## src/rtl/char_layer_mux.sv

```systemverilog
// -----------------------------------------------------------------------------
// char_layer_mux
//
// Pipelined pixel compositor placed between the character ROM pixel generators
// and the HDMI encoder. Each clock it takes one pixel from NUM_LAYERS RGB
// sources and picks the lit layer with the lowest index. Where no layer is lit
// it uses the background colour, and it forces black outside the active
// display area. Layers may blink. The blink phase flips every BLINK_FRAMES
// vsync rising edges. The video timing is delayed by the same number of clocks
// as the colour so the two stay aligned.
//
// Ports:
//   clk                         pixel clock, rising edge
//   reset                       asynchronous, active-high
//   layer_en[NUM_LAYERS]        per-layer "pixel lit" flag for this pixel
//   layer_blink[NUM_LAYERS]     per-layer blink enable
//   layer_red/green/blue        flattened layer colours, layer i at
//                               [i*CH_WIDTH +: CH_WIDTH]
//   bg_red/green/blue           background colour
//   de_in/hsync_in/vsync_in     timing aligned with the layer inputs
//   red/green/blue              composited pixel, PIPE_DEPTH clocks later
//   de_out/hsync_out/vsync_out  timing, PIPE_DEPTH clocks later
//   blink_phase                 1 = blinking layers currently hidden
//
// Data flow: each clock one pixel enters and the pixel from PIPE_DEPTH clocks
// earlier leaves. Nothing stalls, and there is no flow control.
// -----------------------------------------------------------------------------
module char_layer_mux #(
  parameter int CH_WIDTH     = 8,
  parameter int NUM_LAYERS   = 4,
  parameter int PIPE_DEPTH   = 2,
  parameter int BLINK_FRAMES = 30
) (
  input  logic                           clk,
  input  logic                           reset,
  input  logic [NUM_LAYERS-1:0]          layer_en,
  input  logic [NUM_LAYERS-1:0]          layer_blink,
  input  logic [NUM_LAYERS*CH_WIDTH-1:0] layer_red,
  input  logic [NUM_LAYERS*CH_WIDTH-1:0] layer_green,
  input  logic [NUM_LAYERS*CH_WIDTH-1:0] layer_blue,
  input  logic [CH_WIDTH-1:0]            bg_red,
  input  logic [CH_WIDTH-1:0]            bg_green,
  input  logic [CH_WIDTH-1:0]            bg_blue,
  input  logic                           de_in,
  input  logic                           hsync_in,
  input  logic                           vsync_in,
  output logic [CH_WIDTH-1:0]            red,
  output logic [CH_WIDTH-1:0]            green,
  output logic [CH_WIDTH-1:0]            blue,
  output logic                           de_out,
  output logic                           hsync_out,
  output logic                           vsync_out,
  output logic                           blink_phase
);

  localparam int                CNT_W    = $clog2(BLINK_FRAMES + 1);
  localparam logic [CNT_W-1:0]  CNT_LAST = CNT_W'(BLINK_FRAMES - 1);

  // ---------------------------------------------------------------------------
  // Blink counter
  // ---------------------------------------------------------------------------
  logic             vsync_q;
  logic             edge_ok;     // low for the first clock after reset
  logic [CNT_W-1:0] frame_cnt;
  logic             vsync_rise;

  // vsync_q restarts at 0 after reset. If vsync_in is already high on that
  // first clock, it would look like a rising edge. edge_ok masks that clock.
  assign vsync_rise = edge_ok & vsync_in & ~vsync_q;

  always_ff @(posedge clk or posedge reset) begin
    if (reset) begin
      vsync_q     <= 1'b0;
      edge_ok     <= 1'b0;
      frame_cnt   <= '0;
      blink_phase <= 1'b0;
    end else begin
      vsync_q <= vsync_in;
      edge_ok <= 1'b1;
      if (vsync_rise) begin
        if (frame_cnt == CNT_LAST) begin
          frame_cnt   <= '0;
          blink_phase <= ~blink_phase;
        end else begin
          frame_cnt <= frame_cnt + CNT_W'(1);
        end
      end
    end
  end

  // ---------------------------------------------------------------------------
  // Layer selection
  // ---------------------------------------------------------------------------
  logic [NUM_LAYERS-1:0] eff;
  logic [CH_WIDTH-1:0]   mix_r;
  logic [CH_WIDTH-1:0]   mix_g;
  logic [CH_WIDTH-1:0]   mix_b;

  // A blinking layer is hidden only during the hidden phase, so a lower
  // priority layer or the background shows through in its place.
  assign eff = layer_en & ~(layer_blink & {NUM_LAYERS{blink_phase}});

  // The loop runs from the lowest priority to the highest. Each later match
  // overwrites the earlier one, so the lowest set index wins.
  always_comb begin
    mix_r = bg_red;
    mix_g = bg_green;
    mix_b = bg_blue;
    for (int i = NUM_LAYERS - 1; i >= 0; i--) begin
      if (eff[i]) begin
        mix_r = layer_red[i*CH_WIDTH +: CH_WIDTH];
        mix_g = layer_green[i*CH_WIDTH +: CH_WIDTH];
        mix_b = layer_blue[i*CH_WIDTH +: CH_WIDTH];
      end
    end
    if (!de_in) begin
      mix_r = '0;
      mix_g = '0;
      mix_b = '0;
    end
  end

  // ---------------------------------------------------------------------------
  // Pipeline: stage 0 registers the mix, later stages only delay it. Timing
  // signals run through a shift register of the same depth.
  // ---------------------------------------------------------------------------
  logic [CH_WIDTH-1:0]   r_pipe [PIPE_DEPTH];
  logic [CH_WIDTH-1:0]   g_pipe [PIPE_DEPTH];
  logic [CH_WIDTH-1:0]   b_pipe [PIPE_DEPTH];
  logic [PIPE_DEPTH-1:0] de_pipe;
  logic [PIPE_DEPTH-1:0] hs_pipe;
  logic [PIPE_DEPTH-1:0] vs_pipe;

  always_ff @(posedge clk or posedge reset) begin
    if (reset) begin
      for (int s = 0; s < PIPE_DEPTH; s++) begin
        r_pipe[s] <= '0;
        g_pipe[s] <= '0;
        b_pipe[s] <= '0;
      end
      de_pipe <= '0;
      hs_pipe <= '0;
      vs_pipe <= '0;
    end else begin
      r_pipe[0]  <= mix_r;
      g_pipe[0]  <= mix_g;
      b_pipe[0]  <= mix_b;
      de_pipe[0] <= de_in;
      hs_pipe[0] <= hsync_in;
      vs_pipe[0] <= vsync_in;
      for (int s = 1; s < PIPE_DEPTH; s++) begin
        r_pipe[s]  <= r_pipe[s-1];
        g_pipe[s]  <= g_pipe[s-1];
        b_pipe[s]  <= b_pipe[s-1];
        de_pipe[s] <= de_pipe[s-1];
        hs_pipe[s] <= hs_pipe[s-1];
        vs_pipe[s] <= vs_pipe[s-1];
      end
    end
  end

  assign red       = r_pipe[PIPE_DEPTH-1];
  assign green     = g_pipe[PIPE_DEPTH-1];
  assign blue      = b_pipe[PIPE_DEPTH-1];
  assign de_out    = de_pipe[PIPE_DEPTH-1];
  assign hsync_out = hs_pipe[PIPE_DEPTH-1];
  assign vsync_out = vs_pipe[PIPE_DEPTH-1];

endmodule

```

## config.mk

```make
export PLATFORM = sky130hd
export DESIGN_NAME = char_layer_mux
export DESIGN_NICKNAME = d
export VERILOG_FILES = /design/src/rtl/char_layer_mux.sv
export SDC_FILE = /design/constraint.sdc
export NUM_CORES = 1
export LEC_CHECK = 0
export CORE_MARGIN = 2
export CORE_UTILIZATION = 47
export CTS_CLUSTER_DIAMETER = 50
export CTS_CLUSTER_SIZE = 28
export DETAILED_ROUTE_END_ITERATION = 10
export GPL_ROUTABILITY_DRIVEN = 0
export PLACE_DENSITY = 0.85
export SLEW_MARGIN = 20
export SYNTH_ARGS = -nofsm -noshare
export SYNTH_HDL_FRONTEND = slang
export SYNTH_SLANG_ARGS = --single-unit
```

## constraint.sdc

```tcl
create_clock -name clk -period 6.97 [get_ports clk]
set_clock_uncertainty 0.05 [all_clocks]
set_input_delay 2.091 -clock clk [delete_from_list [all_inputs] [get_ports clk]]
set_output_delay 2.091 -clock clk [all_outputs]
set_load 0.01 [all_outputs]
```

# Yosys cells after proc, flatten, opt, wreduce, memory -nomap -nowiden
# Cells that the tools add are included.
# classes
muxes	16
n_reduce_logical	1
bitwise	7
eq_ne	1
addsub	1
# op_table
cell	n
$mux 8	15
$and 4x4->4	2
$add 5x1->5 const B	1
$eq 5x5->1 const B	1
$mux 5	1
$not 4->4	1
$and 1x1->1	2
$not 1->1	2
$reduce_and 2->1	1
# word_totals
regBits	62
out_inout_bits	28
elab_cells	39

# Longest topological paths before layout
# logic_depth
ltp_word	8
mapped_depth	6

# Least setup slack after synthesis
# Ideal clock, no wire load.
# synth_path
path_kind	input-to-reg
startpoint	input layer_en[1]
endpoint	register b_pipe[8] (netlist bit)
arrival_time_ps	2939
setup_ps	125
cell_stages	6
slack_ps	3856
path_cell_list	buf_2 buf_4 clkbuf_1 a21oi_1 o221ai_1 a21oi_1
# synth_via
elab_chain_cells	4
# synth_lines
element	line	rtl
start, declared	36	input logic [NUM_LAYERS-1:0] layer_en,
$and 4x4->4	101	assign eff = layer_en & ~(layer_blink & {NUM_LAYERS{blink_phase}});
$mux 8 (2 in a row)	110	if (eff[i]) begin
$mux 8	116	if (!de_in) begin
via mix_b[0]	97	logic [CH_WIDTH-1:0] mix_b;
end signal, assigned by index	154	b_pipe[s] <= b_pipe[s-1];
end, declared	129	logic [CH_WIDTH-1:0] b_pipe [PIPE_DEPTH];
# The timed path passes the listed nets, and every way through them passes these cells.
# A chain may end at the register's enable or synchronous reset.

# Worst setup path in the final report
# layout_path
startpoint	input layer_en[0]
endpoint	register r_pipe[13] (netlist bit)
# layout_via
elab_chain_cells	3
# layout_lines
element	line	rtl
$and 4x4->4	101	
$mux 8	110	
$mux 8	116	
via mix_r[5]	95	logic [CH_WIDTH-1:0] mix_r;
end signal, assigned by index	152	r_pipe[s] <= r_pipe[s-1];
end, declared	127	logic [CH_WIDTH-1:0] r_pipe [PIPE_DEPTH];
# The timed path passes the listed nets, and every way through them passes these cells.

==> results by group <==
Status
  • Status: finished, final reports clean

Die
  • Die area: approximately 9200 um2
  • DIE HEIGHT: 95.9 um
  • I/O pin cnt: 161
  • Initial core utilization: 48.3%
  • Die Wd: 95.9 um
  • Row cnt: 33
  • Core area: between 8000 and 9000 um2

Cells and area
  • Commonest non-fill, non-tap cell in the layout: clkdlybuf4s50_1
  • Finished Layout Cells: approximately 700
  • Final nets: 716
  • Most frequent cells in the layout: clkdlybuf4s50_1, a21oi_1, dfrtp_1
  • Share of layout cells above drive strength 1: under 10%
  • Design Area, Final: 5500 um2
  • Antenna cells: 0
  • Area added between synthesis and finish: 38.6%

Logic synthesis
  • Post-Synth Simple-Gate Area: 7.22%
  • Post-synth top flop: dfrtp_1
  • Seq/Total Area, Yosys: between 30% and 40%
  • Synth Register Bits: 61
  • Top post-synthesis cells by area: dfrtp_1, a21oi_1, o21ai_0, o221a_2, nand2_1
  • Syn Inst Count: 481
  • Synth Area in Adders: less than 1%
  • Synth Area in Compound Gates: 40.2%
  • Post-Syn Nets: 616
  • Cell area after synthesis: 3970 um2
  • Async SR Flop Fraction: 100%
  • Top-area cell type share of the netlist area: 38.4%
  • Post-synth EDFFs: 0
  • Area leader, netlist: dfrtp_1
  • Largest family of logic cells by synthesized area: compound AO/OA/AOI/OAI gates
  • Distinct cell type count after synthesis: 32
  • Yosys Warn Count: 0
  • Multiplexer share of the synthesized area: 0.284%
  • XOR/XNOR Fraction of Synth Area: 0.221%
  • Syn_area_per_cell: 8.25 um2

Detailed routing
  • WL per Instance: 18.5 um
  • DRT Pass-1 Iters: 6
  • Antenna-violating nets left: 0
  • Drt total wl: 12800 um
  • Vias per cell: 6.07
  • Vias: 4191
  • # DRC: 0
  • DRT iter0 DRCs: roughly 430

Timing
  • Setup-failing EPs final: 0
  • Final Max Slew Viols: 0
  • Fmax: about 230 MHz
  • Rel. slew slack: a little over two fifths
  • Worst slew pin tran: 0.860 ns
  • Unrepaired setup endpoints after global routing: false
  • Crit share post-route: 63.7%
  • Hold Vio Cnt, Final: 0
  • Final WS setup: 2.53 ns
  • Crit path time final: 4.44 ns
  • Post-route setup TNS: 0 ns

Placed design
  • Cell area after placement: between 5000 and 6000 um2
  • Dpl hpwl: 9050 um
  • Setup Slack @ Placement: 2.21 ns
  • Port buffer count: 160
  • # placed instances: 675

Global routing
  • Largest net degree at the start of global routing: 76
  • Global Route Usage Sum: 27.3%
  • Vias in the first global route: 3784
  • Grt total ovfl: 0
  • First-pass GRT wire length: around 19000 um
  • Initial antenna violation count: 0

CTS
  • CTS tree: built
  • Post-CTS Setup Inserts: 0
  • Clock Sinks: 61
  • Clock latency on the worst-skew pair: around 0.34 ns
  • Clock root buffer: clkbuf_8
  • CTS max path bufs: 2
  • H-Tree Depth: 3
  • Num CTS Buffers: 9
  • CTS clock-pin slew for the worst setup and hold paths: ~0.07 ns
  • Cts hold-fix bufs: 0
  • CTS resizes: 0

Power
  • Clock power frac: 29.4%
  • P_sw: 0.330 mW
  • Sw Share: 31.4%
  • Logic pwr share: 31.1%
  • Internal: about 0.72 mW
  • Total power: 1.05 mW
  • Max IR drop VDD: 96.9 uV
  • Power Density: 191 nW/um2
  • Leakage: between 2 and 2.5 nW
  • Power share of the sequential group: 39.5%

Worst setup path
  • CP required: about 7 ns
  • CP arrival: 4.61 ns
  • Max FO, Critical Path: 25
  • Element type at the critical path end: flip-flop
  • Worst setup SP type: primary input
  • CP Class: primary input to flip-flop

Job
  • Max_cap viols: 0

Min path
  • Min-delay worst type: flip-flop to flip-flop
==> path summary, 6_finish.rpt <==
path	from	cells after the start	slack, ns	to
worst max-delay path	layer_en[0]	5	2.53	r_pipe[13]$_DFF_PP0_
worst min-delay path	b_pipe[10]$_DFF_PP0_	0	0.29	blue[2]$_DFF_PP0_
worst max register to register	blink_phase$_DFFE_PP0P_	5	4.67	r_pipe[14]$_DFF_PP0_
worst min register to register	b_pipe[10]$_DFF_PP0_	0	0.29	blue[2]$_DFF_PP0_
max in group asynchronous	reset	3	4.10	blink_phase$_DFFE_PP0P_
min in group asynchronous	reset	3	2.23	hs_pipe[1]$_DFF_PP0_
==> cell usage after synthesis (all sizes together), types with 4 or more instances <==
library cell,count
a21oi,94
clkbuf,27
buf,48
o221a,22
o21ai,54
nor2,4
o2bb2ai,22
a31oi,23
nand2,54
o221ai,23
dfrtp,61
inv,26
==> power by group through the flow <==
stage	sequential, mW	clock (mW)	combinational, mW
CTS	0.414	0.312	0.323
floorplan	0.415	0	0.194
detailed placement	0.421	0	0.321
finish	0.415	0.310	0.326
global route	0.419	0.328	0.355
global placement	0.419	0	0.311
==> sequential cells by signal, indices dropped and copies added, names as in the netlist <==
signal,flops
edge_ok,1
vs_pipe,2
red,8
hs_pipe,2
frame_cnt,5
r_pipe,8
blue,8
de_pipe,2
g_pipe,8
blink_phase,1
b_pipe,8
green,8
==> metal layers <==
layer	global-route usage, %	vias to the layer above	wire (um)
li1	-	1955	-
met1	39.4	1949	5360
met2	40.2	255	5820
met3	5.09	32	1230
met4	11.2	0	371
met5	0	-	0
==> worst max-delay path, cell delays in order <==
cell	delay, ns
clkdlybuf4s50_1	0.82
nand2b_1	0.83
o221ai_1	0.35
a2111oi_2	0.42
nor3_1	0.09
==> cell type report <==
| type | instances | area, um2 |
|---|---|---|
| clock inverters | 6 | 63.8 |
| multi-input cells | 319 | 1930 |
| repair buffers | 164 | 1630 |
| clock buffers | 10 | 128 |
| inverters | 26 | 97.6 |
| fillers | 669 | 2710 |
| well taps | 105 | 131 |
| flip-flops and latches | 61 | 1530 |
==> logic make-up after synthesis <==
| logic type | Yosys count |
|---|---|
| AO/OA/AOI/OAI | 245 |
| XOR/XNOR | 1 |
| adder cells (fa/ha/maj) | 2 |
| buffers and inverters | 101 |
| flip-flops | 61 |
| multiplexers | 1 |
| other | 1 |
| AND/OR/NAND/NOR | 69 |
==> metrics by stage <==
step / util, % / hold WS [ns]
4_1_cts: 66.9 / 0.292
3_3_place_gp: 64.6 / 0.282
2_1_floorplan: - / 0.281
5_1_grt: 67.0 / 0.303
6_report: 67.0 / 0.295
3_5_place_dp: 64.6 / 0.285
No activity file was read; power rests on OpenSTA's default activity.
